### src/rtl/fm_wm_seq_pkg.sv
// Shared types and default bounds for the feature x weight index sequencer.
package fm_wm_seq_pkg;

    localparam int unsigned DEF_MAX_ROWS = 6;
    localparam int unsigned DEF_MAX_COLS = 6;

    typedef enum logic [1:0] {
        IDLE = 2'd0,
        RUN  = 2'd1,
        DONE = 2'd2
    } seq_state_t;

endpackage

### src/rtl/fm_wm_wrap_counter.sv
// Runtime-bounded wrap counter: counts 0..bound, wrap flags count == bound.
// wrap is registered; with en low it tracks the bound presented that cycle,
// so a bound loaded alongside a cleared count is reflected on the next cycle.
module fm_wm_wrap_counter #(
    parameter int unsigned WIDTH = 3
) (
    input  logic             clk,
    input  logic             reset_n,
    input  logic             clr,
    input  logic             en,
    input  logic [WIDTH-1:0] bound,
    output logic [WIDTH-1:0] count,
    output logic             wrap
);

    logic [WIDTH-1:0] count_inc;

    // Next count when advancing without wrapping.
    always_comb begin
        count_inc = count + WIDTH'(1);
    end

    // Count register with clear priority, wrap on terminal value.
    always_ff @(posedge clk or negedge reset_n) begin
        if (!reset_n) begin
            count <= '0;
            wrap  <= 1'b0;
        end else if (clr) begin
            count <= '0;
            wrap  <= 1'b0;
        end else if (en) begin
            if (wrap) begin
                count <= '0;
                wrap  <= (bound == '0);
            end else begin
                count <= count_inc;
                wrap  <= (count_inc == bound);
            end
        end else begin
            wrap <= (count == bound);
        end
    end

endmodule

### src/rtl/fm_wm_index_sequencer.sv
// Row-major (row, col) index generator for the FM x WM combination stage.
// Optional macro FM_WM_SEQ_ABORT_EN adds an abort input that cancels a pass
// from RUN without a done pulse.
module fm_wm_index_sequencer
    import fm_wm_seq_pkg::*;
#(
    parameter int unsigned MAX_ROWS = DEF_MAX_ROWS,
    parameter int unsigned MAX_COLS = DEF_MAX_COLS,
    parameter int unsigned ROW_BW   = $clog2(MAX_ROWS),
    parameter int unsigned COL_BW   = $clog2(MAX_COLS),
    parameter int unsigned FLAT_BW  = $clog2(MAX_ROWS * MAX_COLS),
    parameter int unsigned NR_BW    = $clog2(MAX_ROWS + 1),
    parameter int unsigned NC_BW    = $clog2(MAX_COLS + 1)
) (
`ifdef FM_WM_SEQ_ABORT_EN
    input  logic               abort,
`endif
    input  logic               clk,
    input  logic               reset_n,
    input  logic               start,
    input  logic [NR_BW-1:0]   num_rows,
    input  logic [NC_BW-1:0]   num_cols,
    input  logic               out_ready,
    output logic               out_valid,
    output logic [ROW_BW-1:0]  row_idx,
    output logic [COL_BW-1:0]  col_idx,
    output logic [FLAT_BW-1:0] flat_idx,
    output logic               col_last,
    output logic               mat_last,
    output logic               busy,
    output logic               done
);

    localparam int unsigned      PROD_BW    = NR_BW + NC_BW;
    localparam logic [NR_BW-1:0] MAX_ROWS_V = NR_BW'(MAX_ROWS);
    localparam logic [NC_BW-1:0] MAX_COLS_V = NC_BW'(MAX_COLS);

    seq_state_t         state;
    logic [NR_BW-1:0]   nr_q;
    logic [NC_BW-1:0]   nc_q;
    logic [FLAT_BW-1:0] last_q;

    logic [NR_BW-1:0]   nr_clamp;
    logic [NC_BW-1:0]   nc_clamp;
    logic [NR_BW-1:0]   nr_sel;
    logic [NC_BW-1:0]   nc_sel;
    logic [PROD_BW-1:0] prod;
    logic [FLAT_BW-1:0] last_c;
    logic [ROW_BW-1:0]  row_bound;
    logic [COL_BW-1:0]  col_bound;
    logic               bounds_zero;
    logic               load;
    logic               hs;
    logic               at_end;
    logic               run_keep;
    logic               cnt_clr;
    logic               col_en;
    logic               row_en;
    logic               col_wrap;
    logic               row_wrap;
    logic               abort_i;

`ifdef FM_WM_SEQ_ABORT_EN
    assign abort_i = abort;
`else
    assign abort_i = 1'b0;
`endif

    // Clamp start bounds and precompute the final flat index of the pass.
    always_comb begin
        nr_clamp    = (num_rows > MAX_ROWS_V) ? MAX_ROWS_V : num_rows;
        nc_clamp    = (num_cols > MAX_COLS_V) ? MAX_COLS_V : num_cols;
        bounds_zero = (nr_clamp == '0) || (nc_clamp == '0);
        prod        = PROD_BW'(nr_clamp) * PROD_BW'(nc_clamp);
        last_c      = FLAT_BW'(prod - PROD_BW'(1));
    end

    // Counter control: bounds come straight from the inputs on the start cycle.
    always_comb begin
        hs        = out_valid & out_ready;
        at_end    = col_wrap & row_wrap;
        load      = (state == IDLE) & start & ~bounds_zero;
        run_keep  = (state == RUN) & ~abort_i & ~(hs & at_end);
        cnt_clr   = ~(load | run_keep);
        col_en    = (state == RUN) & hs;
        row_en    = col_en & col_wrap;
        nr_sel    = (state == IDLE) ? nr_clamp : nr_q;
        nc_sel    = (state == IDLE) ? nc_clamp : nc_q;
        row_bound = ROW_BW'(nr_sel - NR_BW'(1));
        col_bound = COL_BW'(nc_sel - NC_BW'(1));
    end

    fm_wm_wrap_counter #(
        .WIDTH (COL_BW)
    ) u_col_cnt (
        .clk     (clk),
        .reset_n (reset_n),
        .clr     (cnt_clr),
        .en      (col_en),
        .bound   (col_bound),
        .count   (col_idx),
        .wrap    (col_wrap)
    );

    fm_wm_wrap_counter #(
        .WIDTH (ROW_BW)
    ) u_row_cnt (
        .clk     (clk),
        .reset_n (reset_n),
        .clr     (cnt_clr),
        .en      (row_en),
        .bound   (row_bound),
        .count   (row_idx),
        .wrap    (row_wrap)
    );

    assign col_last = col_wrap;

    // Pass FSM with registered handshake, status and flat index outputs.
    always_ff @(posedge clk or negedge reset_n) begin
        if (!reset_n) begin
            state     <= IDLE;
            nr_q      <= '0;
            nc_q      <= '0;
            last_q    <= '0;
            flat_idx  <= '0;
            out_valid <= 1'b0;
            mat_last  <= 1'b0;
            busy      <= 1'b0;
            done      <= 1'b0;
        end else begin
            done <= 1'b0;
            case (state)
                IDLE: begin
                    if (start) begin
                        nr_q     <= nr_clamp;
                        nc_q     <= nc_clamp;
                        last_q   <= last_c;
                        flat_idx <= '0;
                        busy     <= 1'b1;
                        if (bounds_zero) begin
                            state <= DONE;
                            done  <= 1'b1;
                        end else begin
                            state     <= RUN;
                            out_valid <= 1'b1;
                            mat_last  <= (last_c == '0);
                        end
                    end
                end
                RUN: begin
                    if (abort_i) begin
                        state     <= IDLE;
                        busy      <= 1'b0;
                        out_valid <= 1'b0;
                        mat_last  <= 1'b0;
                        flat_idx  <= '0;
                    end else if (hs) begin
                        if (at_end) begin
                            state     <= DONE;
                            done      <= 1'b1;
                            out_valid <= 1'b0;
                            mat_last  <= 1'b0;
                            flat_idx  <= '0;
                        end else begin
                            flat_idx <= flat_idx + FLAT_BW'(1);
                            mat_last <= ((flat_idx + FLAT_BW'(1)) == last_q);
                        end
                    end
                end
                DONE: begin
                    state <= IDLE;
                    busy  <= 1'b0;
                end
                default: begin
                    state     <= IDLE;
                    busy      <= 1'b0;
                    out_valid <= 1'b0;
                    mat_last  <= 1'b0;
                    flat_idx  <= '0;
                end
            endcase
        end
    end

endmodule

### config.mk
export PLATFORM = sky130hd
export DESIGN_NAME = fm_wm_index_sequencer
export DESIGN_NICKNAME = d
export VERILOG_FILES = /design/src/rtl/fm_wm_seq_pkg.sv /design/src/rtl/fm_wm_wrap_counter.sv /design/src/rtl/fm_wm_index_sequencer.sv
export SDC_FILE = /design/constraint.sdc
export NUM_CORES = 1
export LEC_CHECK = 0
export ABC_AREA = 1
export CORE_MARGIN = 3
export CORE_UTILIZATION = 50
export DETAILED_ROUTE_END_ITERATION = 8
export HOLD_SLACK_MARGIN = 0.1
export PLACE_DENSITY_LB_ADDON = 0.05
export SLEW_MARGIN = 20
export SYNTH_ARGS = -nofsm -noshare
export SYNTH_HDL_FRONTEND = slang
export SYNTH_SLANG_ARGS = --single-unit
### constraint.sdc
create_clock -name clk -period 2 [get_ports clk]
set_input_delay 0.3 -clock clk [delete_from_list [all_inputs] [get_ports clk]]
set_output_delay 0.3 -clock clk [all_outputs]
set_load 0.02 [all_outputs]
==> run metrics, run 1 <==
result of the run=finished, violations left; violations in the final reports=setup timing; total leakage power=1.548 nW; maximum frequency from static timing analysis=469.6 MHz; final core utilization=between 70% and 80%; endpoints failing setup=2; number of core rows=23; termination of the worst setup path=mat_last; Max Root-Sink Buffers=2; Clk pin slew, worst setup/hold paths=about 0.070 ns; Post-route DRC=0; Buffers on Ports=26; Routed Wire Length=between 5000 and 6000 µm; cell count after synthesis=310; Max IR drop VDD=roughly 900 µV; worst endpoint data arrival time=roughly 2.3 ns; placeable core area=slightly above 4000 µm²; final antenna-violating net count=0; number of nets in the layout=between 300 and 400; Crit. Startpoint=num_rows[1]; first-pass GRT wire length=approximately 8700 µm; worst-case register-to-register setup slack=around 0.17 ns; depth of the most critical reg-to-reg path=11; maximum net fanout on the critical path=5; number of max-capacitance violations reported=0; final weighted congestion in routability-driven placement=approximately 0.85; min cycle time layout=approximately 2.1 ns; synth warn=0; GRT Overall Usage=~21%; area share of xor/xnor cells in the synthesized design=under 10%; worst clock skew=approximately 0.0067 ns; Yosys top cell area share=35.93%; Adder-Cell Fraction of Synth Area=11.34%; Flop pwr share=27.9%; global-route congestion overflow total=0; master cell of the clock root buffer=clkbuf_8; total via count after detailed routing=2,143; net load switching power=approximately 1.9 mW; cell taking the most area after synthesis=dfrtp_1; combinational family with the most area after synthesis=simple AND/OR/NAND/NOR gates; mux share of post-synthesis cell area=0%; critical register-to-register path startpoint=state[0]; total design power=between 4 and 5 mW; routed length per instance=12.32 µm; RSZ-0062 raised after global routing=true; remaining max-slew budget at the tightest pin=between 70% and 80%; transition time at the pin with the least slew margin=0.4261 ns; antenna violations before repair=0; worst r2r dst=u_col_cnt.wrap; Hold Buf Count CTS=0; per-instance average area after synthesis=~7 µm²; floorplan die width=between 70 and 80 µm; number of buffers inserted during clock tree synthesis=5; cell area after synthesis=between 2000 and 2500 µm²; insertion delay to the later sink of the worst-skew pair=0.29 ns; number of H-tree branching levels=2; critical path launch point type=input port; number of distinct library cells after synthesis=24; switch share=45.41%; path type of the worst setup path=in2reg; detailed placement HPWL=roughly 3800 µm; sinks on the clock net=32; fraction of layout instances using a drive strength above 1=a little over a fifth; initial standard-cell utilization of the core=between 50% and 60%; Die Area=between 5000 and 6000 µm²; setup ws final=-0.1295 ns; total count of max-transition violations in the final report=0; share of synthesized cell area in and, or, nand and nor gates=31.16%; Required @ worst endpoint=between 2 and 2.5 ns; Tightest Hold Check Type=in2async; # diodes=0; part of the total power dissipated in combinational logic=59.3%; number of endpoints with negative hold slack in the final report=0; final worst-path cycle share=106.5%; CTS tree=built; type of element capturing the critical path=flop; detailed-router iteration count before antenna repair=4; via count normalized by instance count=5.115; I/O pin count=27; FF+latch count, synth=32; total internal power=about 2.3 mW; Synth-to-Final Area Change=32.00%; share of synthesized area occupied by flip-flops and latches=35.93%; clock network fraction of design power=about an eighth; Synth area leaders=dfrtp_1, nand2_1, ha_1, inv_1, o21ai_0; number of DRC violations after detailed-routing iteration 0=85; Pwr Density=1405 nW/µm²; overall die height=between 70 and 80 µm; Post-Syn Nets=339; largest net degree at the start of global routing=33; vias in the first global route=between 1,500 and 2,000; compound-cell area share of the yosys netlist=approximately a tenth
-- critical path: stages --
cell      delay, ns
buf_8          0.11
nand2_4        0.05
nand2_4        0.05
inv_4          0.06
nand2_4        0.05
ha_4           0.21
fa_1           0.49
inv_2          0.05
fa_2           0.57
nand3b_1       0.10
nor2_1         0.05
nand3_1        0.08
nand2_1        0.05
nand2_1        0.05
nand2_1        0.04
-- power groups by stage --
| stage | registers [mW] | logic [mW] | clock network, mW |
|---|---|---|---|
| global route | 1.20 | 2.79 | 0.561 |
| CTS | 1.15 | 2.34 | 0.532 |
| global placement | 1.15 | 2.25 | 0 |
| detailed placement | 1.16 | 2.31 | 0 |
| finish | 1.15 | 2.45 | 0.527 |
| floorplan | 1.27 | 1.47 | 0 |
-- cells in the final DEF, fill, tap and decap left out, types with 10 or more instances in the layout --
cell,Yosys,layout
inv_1,44,42
nand2_2,5,10
ha_1,17,13
nor2_1,22,22
nand2_1,103,95
clkdlybuf4s50_1,0,20
buf_4,0,26
o21ai_0,22,18
nand3_1,21,19
dfrtp_1,32,30
-- state kept, by name (all words and copies together), names as in the netlist --
name             cells
mat_last             1
last_q               6
state                2
u_col_cnt.wrap       1
nr_q                 3
done                 1
flat_idx             6
u_col_cnt.count      3
out_valid            1
u_row_cnt.wrap       1
busy                 1
nc_q                 3
u_row_cnt.count      3
-- worst min path at each step --
| stage | start | end | slack (ns) |
|---|---|---|---|
| floorplan | reset_n | busy | 0.004 |
| global placement | nc_q[2] | nc_q[2] | 0.45 |
| detailed placement | nc_q[2] | nc_q[2] | 0.46 |
| CTS | num_cols[2] | nc_q[2] | 0.42 |
| global route | reset_n | flat_idx[3] | 0.45 |
| finish | reset_n | flat_idx[3] | 0.40 |
-- layout make-up --
cell class	count	area (µm²)
well taps	50	62.56
fillers	364	1202
multi-input cells	228	1348
clock buffers	6	82.58
inverters	49	186.4
clock inverters	2	10.01
repair buffers	52	449.2
flip-flops and latches	32	803.3
-- cells in the mapped netlist, drive strengths merged --
cell type and instances:
nand2 108, inv 49, dfrtp 32, nor2 25, o21ai 22, nand3 21
ha 17, a21oi 6, o22ai 6, xor2 6, nand3b 4, nand4 4
fa 2, o31ai 2, xnor2 2, a21boi 1, a22o 1, buf 1
clkbuf 1
-- per-layer routing --
metal | vias to the layer above | share of wire, % | track usage (%)
met3 | 7 | 5.1 | 5.096
met2 | 49 | 47 | 33.27
li1 | 1101 | - | -
met1 | 986 | 47 | 27.81
met5 | - | 0 | 0
met4 | 0 | 1.0 | 5.533
-- cell families after synthesis --
| logic type | after synthesis |
|---|---|
| adders and majority gates | 19 |
| buffers and inverters | 51 |
| and+or+nand+nor | 162 |
| AOI/OAI and AO/OA | 38 |
| DFF | 32 |
| xor gates and xnor gates | 8 |
-- per-stage QoR --
step | cell area (µm²) | hold WS [ns] | instances | setup slack (ns) | TNS [ns]
3_5_place_dp | 2740 | 0.4602 | 406 | -0.8942 | -4.455
6_report | 2942 | 0.4031 | 419 | -0.1295 | -0.2123
5_1_grt | 2942 | 0.4522 | 419 | -0.2217 | -0.3907
4_1_cts | 2843 | 0.4206 | 414 | -0.1333 | -0.1333
3_3_place_gp | 2740 | 0.4549 | 406 | -0.8580 | -4.208
2_1_floorplan | 2261 | 0.004409 | 310 | -0.2409 | -0.4179
-- repair_timing --
item	CTS	global route
setup endpoints to repair	6	6
setup buffers	0	4
gates resized for setup	29	15
gates cloned	0	1
pin swaps	6	4
Note: power is estimated with default switching activity, not from simulation.
==> run 2: changes to the inputs <==
--- a/config.mk
+++ b/config.mk
@@ -8,6 +8,7 @@
 export ABC_AREA = 1
 export CORE_MARGIN = 3
 export CORE_UTILIZATION = 50
+export CTS_BUF_LIST = sky130_fd_sc_hd__clkbuf_8
 export DETAILED_ROUTE_END_ITERATION = 8
 export HOLD_SLACK_MARGIN = 0.1
 export PLACE_DENSITY_LB_ADDON = 0.05
==> constraint.sdc (replaced) <==
create_clock -name clk -period 2.06 [get_ports clk]
set_input_delay 0.309 -clock clk [delete_from_list [all_inputs] [get_ports clk]]
set_output_delay 0.309 -clock clk [all_outputs]
set_load 0.02 [all_outputs]
==> run metrics, run 2 (synthesis results as in run 1) <==
result of the run=finished, violations left; violations in the final reports=setup timing; Post-route DRC=0; detailed placement HPWL=about 3800 µm; first-pass GRT wire length=just over 9000 µm; worst endpoint data arrival time=about 2.4 ns; Routed Wire Length=~5500 µm; transition time at the pin with the least slew margin=slightly above 0.4 ns; layout filler cell count=roughly 360; # diodes=0; number of buffers inserted during clock tree synthesis=5; RSZ-0062 raised after global routing=true; largest net degree at the start of global routing=33; area taken by multi-input logic gates=1306 µm²; Max IR drop VDD=around 770 µV; path type of the worst setup path=in2reg; Worst Setup Slack post-DPL=-0.8804 ns; maximum frequency from static timing analysis=455.7 MHz; placeable core area=4144 µm²; Required @ worst endpoint=approximately 2.3 ns; Die Area=about 5300 µm²; sinks on the clock net=32; setup ws final=-0.1345 ns; most frequent cells in the layout=nand2_1, inv_1, buf_4, dfrtp_1, nor2_1; vias in the first global route=between 2,000 and 2,500; number of DRC violations after detailed-routing iteration 0=118; total count of max-transition violations in the final report=0; total area of sequential cells=800.8 µm²; Synth-to-Final Area Change=34.25%; detailed-router iteration count before antenna repair=4; global-route congestion overflow total=0; routed length per instance=between 10 and 15 µm; Pwr Density=between 1000 and 1500 nW/µm²; number of H-tree branching levels=2; final worst-path cycle share=106.5%; number of endpoints with negative hold slack in the final report=0; via count normalized by instance count=5.148; final weighted congestion in routability-driven placement=approximately 0.86; floorplan die width=approximately 73 µm; CTS tree=built; number of core rows=23; Tightest Hold Check Type=in2async; largest registers ranked by flip-flop count=flat_idx (6), last_q (6); overall die height=between 70 and 80 µm; Buffers on Ports=26; antenna violations before repair=0; initial standard-cell utilization of the core=a little over half; number of max-capacitance violations reported=0; total leakage power=1.600 nW; Hold Buf Count CTS=0; worst clock skew=between 0.006 and 0.007 ns; critical path launch point type=input port; final antenna-violating net count=0; insertion delay to the later sink of the worst-skew pair=between 0.2 and 0.3 ns; total via count after detailed routing=between 2,000 and 2,500; number of nets in the layout=between 400 and 500; I/O pin count=27; master cell of the clock root buffer=clkbuf_8; min cycle time layout=approximately 2.2 ns; fraction of layout instances using a drive strength above 1=a little under a quarter; leading cell type in the layout, fill and taps excluded=nand2_1; Max Root-Sink Buffers=2; endpoints failing setup=2; post-placement cell count=a little over 400; GRT Overall Usage=between 20% and 30%; Clk pin slew, worst setup/hold paths=0.07 ns; maximum net fanout on the critical path=2; remaining max-slew budget at the tightest pin=between 70% and 80%; type of element capturing the critical path=flop; number of standard cells in the final layout excluding fillers=roughly 430
run 2: cell count changes in the layout (fill, tap and decap cells not counted), sizes merged:
cell / delta
buf: +13
clkinv: -2
inv: +2
clkbuf: +1
dlygate4sd2: -1
nor2: -1
run 2: report_power, final:
part	switching, mW	internal [mW]
clock	0.248	0.263
sequential	0.225	0.890
combinational	1.32	1.01
total	1.80	2.16
run 2: layer usage:
layer	vias up	share of wire, %	global-route usage, %
li1	1117	-	-
met1	1028	45	29.27
met2	59	46	36.37
met3	15	5.3	4.408
met4	0	3.5	11.68
met5	-	0	0
run 2: path summary, 6_finish.rpt:
| kind | from | end | slack [ns] | depth (start not counted) |
|---|---|---|---|---|
| worst max register to register | state[0] | u_col_cnt.wrap | 0.17 | 11 |
| worst min-delay path | reset_n | flat_idx[2] | 0.41 | 2 |
| worst max-delay path | num_rows[2] | mat_last | -0.13 | 16 |
| min in group clk | num_cols[2] | nc_q[2] | 0.41 | 4 |
| max in group asynchronous | reset_n | done | 1.35 | 2 |
| worst min register to register | nc_q[2] | nc_q[2] | 0.48 | 2 |
run 2: what timing repair did:
| action | in CTS | in global routing |
|---|---|---|
| endpoints found under the hold margin | 0 | 0 |
| pin swaps | 8 | 12 |
| setup buffers | 16 | 2 |
| setup endpoints to repair | 5 | 5 |
| resized for setup | 29 | 17 |
run 2: stage by stage:
stage	setup TNS (ns)	util, %	hold WS, ns	total power, mW	instance area, µm²
after floorplan	-0.2621	-	0.01341	2.658	2261
after global placement	-3.837	65.94	0.4578	3.298	2733
after detailed placement	-4.198	65.94	0.4682	3.352	2733
after CTS	-0.2258	71.29	0.4230	3.907	2954
after global routing	-0.4311	72.19	0.4273	4.366	2992
final	-0.2196	72.19	0.4094	3.957	2992
run 2: area by class of cell:
type                            instances  share of cell area [%]
Clock buffer                            6                   2.760
Multi-Input combinational cell        227                   43.66
Clock inverter                          2                  0.2509
Sequential cell                        32                   26.77
Tap cell                               50                   2.091
Timing Repair Buffer                   65                   18.32
Inverter                               49                   6.148
run 2: worst max-delay path, stage by stage:
cell     delay, ns
buf_8         0.10
nand2_4       0.05
nand2_2       0.05
inv_2         0.06
nand2_2       0.06
ha_4          0.21
fa_1          0.52
inv_2         0.06
fa_2          0.40
nand3_2       0.08
nand2_2       0.06
xnor2_2       0.19
nand3_1       0.10
nand2_1       0.08
nand2_1       0.05
nand2_1       0.06
==> run 3: changes to the inputs <==
--- a/config.mk
+++ b/config.mk
@@ -6,6 +6,7 @@
 export NUM_CORES = 1
 export LEC_CHECK = 0
 export ABC_AREA = 1
+export CAP_MARGIN = 15
 export CORE_MARGIN = 3
 export CORE_UTILIZATION = 50
 export CTS_BUF_LIST = sky130_fd_sc_hd__clkbuf_8
==> results of run 3 <==
Same layout as run 2: the final DEF is identical, and so are final timing and power.
